**src/rtl/glitch_sweep_pkg.sv**
```systemverilog
// Shared types and default widths for the glitch parameter sweep controller.
package glitch_sweep_pkg;
  localparam int W_DEF  = 32;
  localparam int AW_DEF = 16;

  typedef enum logic [2:0] {IDLE, RST_GL, ARM, SETTLE, STEP, DONE} state_e;
endpackage

```
**src/rtl/sweep_timer.sv**
```systemverilog
// Loadable up-counter with an equality flag; one instance times both the arm
// timeout and the settle window.
module sweep_timer #(
  parameter int W = 32
) (
  input  logic         clk,
  input  logic         rst,
  input  logic         load,
  input  logic         en,
  input  logic [W-1:0] load_val,
  input  logic [W-1:0] match_val,
  output logic         match
);
  logic [W-1:0] cnt_q, cnt_d;

  always_comb begin
    cnt_d = cnt_q;
    if (load)    cnt_d = load_val;
    else if (en) cnt_d = cnt_q + W'(1);
  end

  always_ff @(posedge clk) begin
    if (rst) cnt_q <= '0;
    else     cnt_q <= cnt_d;
  end

  assign match = (cnt_q == match_val);
endmodule

```
**src/rtl/glitch_sweep_ctrl.sv**
```systemverilog
// Sweeps a (delay, width) grid, arming the glitch engine a configurable number
// of times per point and stopping at the first observed target success.
module glitch_sweep_ctrl import glitch_sweep_pkg::*; #(
  parameter int W  = W_DEF,
  parameter int AW = AW_DEF
) (
  input  logic          clk,
  input  logic          rst,
  input  logic          start,
  input  logic          abort,
  input  logic [W-1:0]  delay_min,
  input  logic [W-1:0]  delay_max,
  input  logic [W-1:0]  delay_step,
  input  logic [W-1:0]  width_min,
  input  logic [W-1:0]  width_max,
  input  logic [W-1:0]  width_step,
  input  logic [AW-1:0] attempts,
  input  logic [W-1:0]  settle_cycles,
  input  logic [W-1:0]  timeout_cycles,
  input  logic          glitch_finished,
  input  logic          success_in,
  output logic [W-1:0]  glitch_delay,
  output logic [W-1:0]  glitch_width,
  output logic          arm,
  output logic          reset_glitcher,
  output logic          busy,
  output logic          done,
  output logic          hit,
  output logic [W-1:0]  hit_delay,
  output logic [W-1:0]  hit_width,
  output logic [W-1:0]  attempt_count
);
  state_e        state_q, state_d;
  logic [W-1:0]  dmax_q, dmax_d, dstep_q, dstep_d;
  logic [W-1:0]  wmin_q, wmin_d, wmax_q, wmax_d, wstep_q, wstep_d;
  logic [W-1:0]  settle_q, settle_d, tmo_q, tmo_d;
  logic [AW-1:0] att_q, att_d, pp_q, pp_d;
  logic [W-1:0]  delay_q, delay_d, width_q, width_d;
  logic [W-1:0]  hd_q, hd_d, hw_q, hw_d, acnt_q, acnt_d;
  logic          hit_q, hit_d, arm_q, arm_d, rg_q, rg_d;
  logic          busy_q, busy_d, done_q, done_d;

  logic          tmr_load, tmr_en, tmr_match;
  logic [W-1:0]  tmr_mval, settle_eff, acnt_inc;
  logic [AW-1:0] att_eff;
  logic [AW:0]   pp_nxt;
  logic [W:0]    wsum, dsum;
  logic          w_wrap, d_end;

  // Sums are one bit wider so a wrap past 2^W counts as "beyond max".
  assign wsum       = {1'b0, width_q} + {1'b0, wstep_q};
  assign dsum       = {1'b0, delay_q} + {1'b0, dstep_q};
  assign w_wrap     = (wstep_q == '0) || (wsum > {1'b0, wmax_q});
  assign d_end      = (dstep_q == '0) || (dsum > {1'b0, dmax_q});
  assign att_eff    = (att_q == '0) ? AW'(1) : att_q;
  assign pp_nxt     = {1'b0, pp_q} + (AW+1)'(1);
  assign settle_eff = (settle_q == '0) ? W'(1) : settle_q;
  assign acnt_inc   = (acnt_q == '1) ? acnt_q : acnt_q + W'(1);
  assign tmr_mval   = (state_q == SETTLE) ? settle_eff : tmo_q;

  sweep_timer #(.W(W)) u_timer (
    .clk(clk), .rst(rst), .load(tmr_load), .en(tmr_en),
    .load_val(W'(1)), .match_val(tmr_mval), .match(tmr_match)
  );

  always_comb begin
    state_d = state_q;
    dmax_d = dmax_q; dstep_d = dstep_q;
    wmin_d = wmin_q; wmax_d = wmax_q; wstep_d = wstep_q;
    settle_d = settle_q; tmo_d = tmo_q; att_d = att_q; pp_d = pp_q;
    delay_d = delay_q; width_d = width_q;
    hd_d = hd_q; hw_d = hw_q; acnt_d = acnt_q; hit_d = hit_q;
    arm_d = 1'b0; rg_d = 1'b0; done_d = 1'b0;
    tmr_load = 1'b0;
    tmr_en   = (state_q == ARM) || (state_q == SETTLE);
    if (abort && state_q != IDLE) begin
      state_d = IDLE;
      rg_d    = 1'b1;
    end else begin
      case (state_q)
        IDLE: if (start && !abort) begin
          dmax_d = delay_max; dstep_d = delay_step;
          wmin_d = width_min; wmax_d = width_max; wstep_d = width_step;
          settle_d = settle_cycles; tmo_d = timeout_cycles; att_d = attempts;
          delay_d = delay_min; width_d = width_min; pp_d = '0;
          hit_d = 1'b0; hd_d = '0; hw_d = '0; acnt_d = '0;
          rg_d = 1'b1; state_d = RST_GL;
        end
        RST_GL: begin
          arm_d = 1'b1; tmr_load = 1'b1; state_d = ARM;
        end
        ARM: begin
          if (glitch_finished) begin
            tmr_load = 1'b1; state_d = SETTLE;
          end else if (tmo_q != '0 && tmr_match) begin
            state_d = STEP;
          end else begin
            arm_d = 1'b1;
          end
        end
        SETTLE: begin
          if (success_in) begin
            hit_d = 1'b1; hd_d = delay_q; hw_d = width_q;
            acnt_d = acnt_inc; done_d = 1'b1; state_d = DONE;
          end else if (tmr_match) begin
            state_d = STEP;
          end
        end
        STEP: begin
          acnt_d = acnt_inc;
          if (pp_nxt < {1'b0, att_eff}) begin
            pp_d = pp_nxt[AW-1:0]; rg_d = 1'b1; state_d = RST_GL;
          end else begin
            pp_d = '0;
            if (!w_wrap) begin
              width_d = wsum[W-1:0]; rg_d = 1'b1; state_d = RST_GL;
            end else begin
              width_d = wmin_q;
              if (!d_end) begin
                delay_d = dsum[W-1:0]; rg_d = 1'b1; state_d = RST_GL;
              end else begin
                done_d = 1'b1; state_d = DONE;
              end
            end
          end
        end
        DONE:    state_d = IDLE;
        default: state_d = IDLE;
      endcase
    end
    busy_d = (state_d != IDLE);
  end

  always_ff @(posedge clk) begin
    if (rst) begin
      state_q <= IDLE;
      dmax_q <= '0; dstep_q <= '0; wmin_q <= '0; wmax_q <= '0; wstep_q <= '0;
      settle_q <= '0; tmo_q <= '0; att_q <= '0; pp_q <= '0;
      delay_q <= '0; width_q <= '0; hd_q <= '0; hw_q <= '0; acnt_q <= '0;
      hit_q <= 1'b0; arm_q <= 1'b0; rg_q <= 1'b0; busy_q <= 1'b0; done_q <= 1'b0;
    end else begin
      state_q <= state_d;
      dmax_q <= dmax_d; dstep_q <= dstep_d; wmin_q <= wmin_d; wmax_q <= wmax_d;
      wstep_q <= wstep_d; settle_q <= settle_d; tmo_q <= tmo_d; att_q <= att_d;
      pp_q <= pp_d; delay_q <= delay_d; width_q <= width_d;
      hd_q <= hd_d; hw_q <= hw_d; acnt_q <= acnt_d;
      hit_q <= hit_d; arm_q <= arm_d; rg_q <= rg_d; busy_q <= busy_d; done_q <= done_d;
    end
  end

  assign glitch_delay   = delay_q;
  assign glitch_width   = width_q;
  assign arm            = arm_q;
  assign reset_glitcher = rg_q;
  assign busy           = busy_q;
  assign done           = done_q;
  assign hit            = hit_q;
  assign hit_delay      = hd_q;
  assign hit_width      = hw_q;
  assign attempt_count  = acnt_q;
endmodule

```
**config.mk**
```make
export PLATFORM = sky130hd
export DESIGN_NAME = glitch_sweep_ctrl
export DESIGN_NICKNAME = d
export VERILOG_FILES = /design/src/rtl/glitch_sweep_pkg.sv /design/src/rtl/sweep_timer.sv /design/src/rtl/glitch_sweep_ctrl.sv
export SDC_FILE = /design/constraint.sdc
export NUM_CORES = 1
export LEC_CHECK = 0
export CORE_ASPECT_RATIO = 1.75
export CORE_MARGIN = 4
export CORE_UTILIZATION = 59
export CTS_BUF_LIST = sky130_fd_sc_hd__clkbuf_2 sky130_fd_sc_hd__clkbuf_4 sky130_fd_sc_hd__clkbuf_8
export CTS_CLUSTER_SIZE = 14
export DETAILED_ROUTE_END_ITERATION = 16
export PLACE_DENSITY = 0.87
export SLEW_MARGIN = 10
export SYNTH_ARGS = -nofsm -noshare
export SYNTH_HDL_FRONTEND = slang
export SYNTH_SLANG_ARGS = --single-unit
```
**constraint.sdc**
```tcl
create_clock -name clk -period 12.46 [get_ports clk]
set_input_delay 2.492 -clock clk [delete_from_list [all_inputs] [get_ports clk]]
set_output_delay 2.492 -clock clk [all_outputs]
set_load 0.01 [all_outputs]
```
==> flow_summary.json, run 1 <==
{
  "ys.flop_type": "dfxtp_1",
  "relSlewSlack_pct": 20.37,
  "vias": 24880,
  "syn-instance-count": 3110,
  "placed_cell_area_sq_um": 29060,
  "cts_tree": "done",
  "fmax_mhz": 153.0,
  "hold_violations": 0,
  "setup_tns_ns": 0,
  "hp-class": "reg -> reg",
  "drtAntennaViolNets": 0,
  "setup_violations": 0,
  "routed_via_density": 6.116,
  "grt_pass1_vias": 24950,
  "cts.sinks": 456,
  "core_area_sq_um": 40950,
  "crit_arrival_ns": 6.98,
  "synth-edff-count": 0,
  "port_buffers": 442,
  "syn_avg_cell_area_sq_um": 7.864,
  "finalWeightedCongestion": 0.9473,
  "wire_per_inst_um": 20.84,
  "wirelength_um": 84770,
  "row_count": 98,
  "stdcell_area_sq_um": 30570,
  "h-tree-depth": 3,
  "dp_hpwl_um": 61870,
  "status": "finished, final reports clean",
  "crit_path_end_kind": "flop",
  "hold_buffers": 0,
  "slew_viol_final": 0,
  "synth_warnings": 0,
  "critPathSlowestCell": "o311ai_0",
  "fin_nets": 3888,
  "use_met3_pct": 6.407,
  "grt_use_met2_pct": 65.66,
  "worstPathMaxFanout": 22,
  "grt_setup_unrepaired": "no",
  "synth_seq_area_share_pct": 37.33,
  "ys_ff_latch": 456,
  "drive_above_1_share_pct": 5.412,
  "worstSetupStartpointType": "flop",
  "path_clk_slew_ns": 0.07,
  "final_common_cell": "nand2_1",
  "initial_core_util_pct": 59.72,
  "route.detailed.drc": 0,
  "top_usage_layer": "met2",
  "ios": 443,
  "die_w_um": 161.9,
  "clockBufferDepth": 3,
  "p_leak_uw": 0.01207,
  "drtIter0Drc": 2138,
  "synth_nets": 3536,
  "async_flop_share_pct": 0,
  "track_usage_pct": 35.91,
  "worst_pin_slew_ns": 1.194,
  "numCtsBuffers": 67,
  "grt_overflow_total": 0,
  "dieHeight_um": 277.3,
  "antenna_found_initial": 7,
  "finalCriticalPeriod_ns": 6.536,
  "drt_pre_antenna_iters": 6,
  "path_cells": "ha_1 -> fa_1 -> a211oi_1 -> o21bai_1 -> o21ai_1 -> a21oi_1 -> o21a_1 -> o311ai_0 -> ha_1 -> nand4_1 -> nor4_1 -> a2bb2oi_1 -> nand4_1 -> o211ai_1 -> nand3_4 -> o21ai_2 -> buf_4 -> a21oi_1 -> a31oi_1",
  "drv_cap": 0,
  "most-common-layout-cells": "671 x nand2_1, 456 x dfxtp_1, 441 x clkdlybuf4s50_1",
  "clkLatencyLatePin_ns": 0.63,
  "grt_pass1_wl_um": 130500,
  "grt_max_degree": 175,
  "yosys.cell_types.count": 83,
  "p_per_area_nw_per_um2": 117.6,
  "cp_data_required_time_ns": 12.90,
  "path_class": "reg -> reg",
  "max-vdd-ir-drop_mv": 0.09796,
  "worstRegToRegCells": 19,
  "cts-resized-gates": 0,
  "whs_path_depth": 2,
  "grt.met1_usage_pct": 37.54,
  "skew_ns": 0.02640,
  "die_area_sq_um": 44900,
  "area_growth_pct": 24.99,
  "period_share_pct": 52.45,
  "cts_setup_buffers": 0,
  "netlist_area_sq_um": 24460,
  "crit_path_max_incr_delay_ns": 0.89,
  "root_buffer": "clkbuf_8"
}
stage by stage:
step / setup WS [ns] / cells / hold WS [ns] / utilization [%] / power [uW]
after floorplan: 7.632 / 3110 / 0.4273 / - / 1994
after global placement: 6.099 / 3943 / 0.4376 / 70.97 / 2252
after detailed placement: 6.150 / 3943 / 0.4461 / 70.97 / 2270
after CTS: 6.101 / 4061 / 0.4551 / 74.60 / 3604
after global routing: 5.554 / 4065 / 0.4713 / 74.62 / 3733
final: 5.924 / 4067 / 0.4538 / 74.64 / 3596
routing by layer:
metal,vias up,share of wire [%]
met3,345,7.1
met2,1226,51
met4,6,7.0
met1,11680,35
met5,-,0.052
li1,11610,-
flip-flops by register name, summed over array words and instances (netlist names):
signal          count
attempt_count      32
dmax_q             32
dstep_q            32
glitch_delay       32
glitch_width       32
hit_delay          32
hit_width          32
settle_q           32
tmo_q              32
u_timer.cnt_q      32
wmax_q             32
wmin_q             32
wstep_q            32
att_q              16
pp_q               16
state_q             3
arm                 1
busy                1
done                1
hit                 1
reset_glitcher      1
final timing paths:
check	from	end	slack (ns)
worst max register to register	glitch_width[0]	glitch_delay[24]	5.92
worst max-delay path	glitch_width[0]	glitch_delay[24]	5.92
worst min-delay path	wmin_q[28]	wmin_q[28]	0.45
worst min register to register	wmin_q[28]	wmin_q[28]	0.45
worst max-delay path, delay by kind of cell, from the launching register on:
family	cells	cell delay [ns]
flops	1	0.36
fa+ha+maj	3	0.94
simple gates	4	1.27
buf+inv	1	0.27
compound gates	11	3.50
layout make-up:
cell class	count	area, sq um
diodes	6	15.01
clock buffers	97	1272
clock inverters	21	215.2
fillers	3213	10390
inverters	129	484.2
multi-input cells	2348	14190
flip-flops and latches	456	9129
well taps	550	688.2
repair buffers	460	4577
cell usage after synthesis, drive strengths merged, types with 10 or more instances:
cell type	instances	area share, %
nand2	673	10
dfxtp	456	37
a21oi	359	7.4
nor2	213	3.3
ha	146	7.5
clkbuf	140	2.2
inv	128	2.0
o21ai	94	1.9
xnor2	81	2.9
a22oi	68	2.1
mux2i	63	2.6
nand3	58	1.3
nor4	54	1.5
xor2	48	1.7
a21o	47	1.4
nand4	44	1.2
nor3	38	0.82
buf	37	0.87
a211oi	36	1.1
a31oi	28	0.72
and3	20	0.51
a22o	17	0.61
and2	17	0.43
mux2	16	0.74
nand2b	16	0.41
o21a	16	0.49
nor2b	15	0.38
o211ai	14	0.43
a311oi	13	0.47
nand3b	11	0.34
o21bai	10	0.31
report_power, final:
| group | total [uW] | internal (uW) | switching, uW | leakage [uW] |
|---|---|---|---|---|
| combinational | 687 | 292 | 395 | 0.00758 |
| sequential | 1570 | 1510 | 55.9 | 0.00371 |
| clock | 1340 | 727 | 615 | 0.000781 |
cell families (layout without fill, tap and decap cells):
| kind of cell | after synthesis | count (layout) | share of synthesized area [%] |
|---|---|---|---|
| AND/OR/NAND/NOR | 1193 | 1193 | 21.48 |
| AO/OA/AOI/OAI | 799 | 799 | 20.61 |
| flip-flops | 456 | 456 | 37.33 |
| buffers and inverters | 306 | 707 | 5.019 |
| adder cells (fa/ha/maj) | 148 | 148 | 7.633 |
| XOR/XNOR | 129 | 129 | 4.620 |
| multiplexers | 79 | 79 | 3.315 |
| other | 0 | 6 | 0 |
Power figures use the tool's default switching activity.
==> run 2, diff against run 1 <==
--- a/config.mk
+++ b/config.mk
@@ -7,11 +7,11 @@
 export LEC_CHECK = 0
 export CORE_ASPECT_RATIO = 1.75
 export CORE_MARGIN = 4
-export CORE_UTILIZATION = 59
+export CORE_UTILIZATION = 50
 export CTS_BUF_LIST = sky130_fd_sc_hd__clkbuf_2 sky130_fd_sc_hd__clkbuf_4 sky130_fd_sc_hd__clkbuf_8
 export CTS_CLUSTER_SIZE = 14
 export DETAILED_ROUTE_END_ITERATION = 16
-export PLACE_DENSITY = 0.87
+export PLACE_DENSITY = 0.79
 export SLEW_MARGIN = 10
 export SYNTH_ARGS = -nofsm -noshare
 export SYNTH_HDL_FRONTEND = slang
==> constraint.sdc (replaced) <==
create_clock -name clk -period 5.7 [get_ports clk]
set_input_delay 1.14 -clock clk [delete_from_list [all_inputs] [get_ports clk]]
set_output_delay 1.14 -clock clk [all_outputs]
set_load 0.01 [all_outputs]
==> flow_summary.json, run 2 (synthesis results as in run 1) <==
{
  "rrSetupSlack_ns": 0.29,
  "grt_setup_unrepaired": "no",
  "vias": 24390,
  "clockBufferDepth": 3,
  "hp-class": "reg -> reg",
  "max-vdd-ir-drop_mv": 0.1883,
  "worstPathMaxFanout": 12,
  "drive_above_1_share_pct": 6.699,
  "cts_tree": "done",
  "stdcell_count": 4218,
  "worstSetupStartpoint": "dstep_q[1]",
  "final_common_cell": "nand2_1",
  "critPathSlowestCell": "o211ai_1",
  "cp_top_family": "compound AO/OA/AOI/OAI gates",
  "setup_slack_ns": 0.2937,
  "crit_arrival_ns": 5.95,
  "relSlewSlack_pct": 32.57,
  "core_area_sq_um": 48600,
  "grt_pass1_vias": 23880,
  "setup_tns_ns": 0,
  "setup_violations": 0,
  "fillers": 4192,
  "path_class": "reg -> reg",
  "rr_startpoint": "dstep_q[1]",
  "drt_pre_antenna_iters": 6,
  "dp_cells": 4080,
  "crit_path_end_kind": "flop",
  "fmax_mhz": 185.0,
  "grt_pass1_wl_um": 127900,
  "route.detailed.drc": 0,
  "p_per_area_nw_per_um2": 261.1,
  "fin_nets": 3923,
  "h-tree-depth": 3,
  "finalWeightedCongestion": 0.9554,
  "grt_max_degree": 171,
  "worstSetupStartpointType": "flop",
  "placement.setup.worst_slack_ns": 0.09775,
  "status": "finished, final reports clean",
  "most-common-layout-cells": "671 x nand2_1, 456 x dfxtp_1, 441 x clkdlybuf4s50_1",
  "crit_path_max_incr_delay_ns": 0.43,
  "area_growth_pct": 27.86,
  "wirelength_um": 82950,
  "die_area_sq_um": 52650,
  "initial_core_util_pct": 50.32,
  "hold_buffers": 0,
  "total_power_uw": 8166,
  "drtIter0Drc": 1564,
  "path_buf_inv": 2,
  "utilization_pct": 64.34,
  "port_buffers": 442,
  "cp_data_required_time_ns": 6.25,
  "p_leak_uw": 0.01237,
  "path_cells": "ha_1 -> a211oi_1 -> o21ai_1 -> o211ai_1 -> a21boi_0 -> o21a_1 -> o21a_1 -> or3_1 -> and2_1 -> ha_1 -> nand4_1 -> nor3_1 -> buf_4 -> nand3_1 -> mux2_2 -> a211o_1 -> a31o_2 -> a41o_1 -> a21o_4 -> buf_4 -> a211oi_1",
  "dieHeight_um": 300.6,
  "grt_overflow_total": 0,
  "slew_viol_final": 0,
  "drtAntennaViolNets": 0,
  "period_share_pct": 94.85,
  "antenna_found_initial": 14,
  "row_count": 107,
  "routed_via_density": 5.782,
  "timing.rr.end": "glitch_delay[29]",
  "numCtsBuffers": 68,
  "root_buffer": "clkbuf_8",
  "finalCriticalPeriod_ns": 5.406,
  "dp_hpwl_um": 61030,
  "ios": 443,
  "wire_per_inst_um": 19.67,
  "cts.sinks": 456,
  "drv_cap": 0,
  "die_w_um": 175.2,
  "worstRegToRegCells": 21,
  "worst_pin_slew_ns": 1.012,
  "hold_violations": 0,
  "skew_ns": 0.04015,
  "clkLatencyLatePin_ns": 0.67,
  "track_usage_pct": 30.13,
  "path_clk_slew_ns": 0.07,
  "cp-endpoint": "glitch_delay[29]",
  "path_depth": 21
}
[run 2: cell count changes in the layout (fill, tap and decap cells not counted), moves of 2 or more]
cell and delta:
buf_12 +8, clkinv_2 -3, o21ai_0 -2, bufinv_16 +3
diode_2 +5, inv_12 +2, buf_4 +25, clkbuf_8 +2
clkbuf_4 +2
[run 2: cell type report]
class	count	area, sq um	area share, %
Multi-Input combinational cell	2348	14220	45.49
Clock inverter	25	336.6	1.076
Inverter	129	484.2	1.548
Tap cell	654	818.3	2.617
Sequential cell	456	9129	29.19
Antenna cell	11	27.53	0.08803
Clock buffer	101	1315	4.205
Timing Repair Buffer	494	4936	15.79
[run 2: through the flow]
step                      hold WS [ns]  cell area (sq um)
final                           0.4524              31270
after detailed placement        0.4436              29540
after global placement          0.4373              29540
after CTS                       0.4526              31200
after floorplan                 0.4273              24460
after global routing            0.4635              31270
[run 2: worst min-delay path, delay by kind of cell (launching register included)]
kind	cells	cell delay, ns
compound gates	1	0.05
simple gates	1	0.05
flops	1	0.31
[run 2: worst min path at each step]
stage,slack [ns],to,cells after the start,start
2_1_floorplan,0.43,wmin_q[24],2,wmin_q[24]
3_3_place_gp,0.44,wmin_q[2],2,wmin_q[2]
5_1_grt,0.46,wmin_q[24],2,wmin_q[24]
6_report,0.45,wmin_q[8],2,wmin_q[8]
4_1_cts,0.45,wmin_q[8],2,wmin_q[8]
3_5_place_dp,0.44,wmin_q[8],2,wmin_q[8]
[run 2: power breakdown]
part           internal (uW)  total (uW)  switching [uW]  leakage [uW]
Sequential              3300        3410             113       0.00371
Clock                   1790        3200            1410      0.000853
Combinational            684        1550             865       0.00781
[run 2: timing repair]
item / in CTS / in global routing
setup endpoints to repair: 1 / 63
resized for setup: 1 / 11
setup buffers: 0 / 1
pin swaps: 0 / 2
endpoints found under the hold margin: 0 / 0
[run 2: routing by layer]
metal	global-route usage (%)	up-vias	part of all wire [%]
met3	4.849	265	6.1
met4	17.66	6	5.9
met1	33.10	11410	37
met2	54.39	996	51
met5	0	-	0.053
li1	-	11710	-
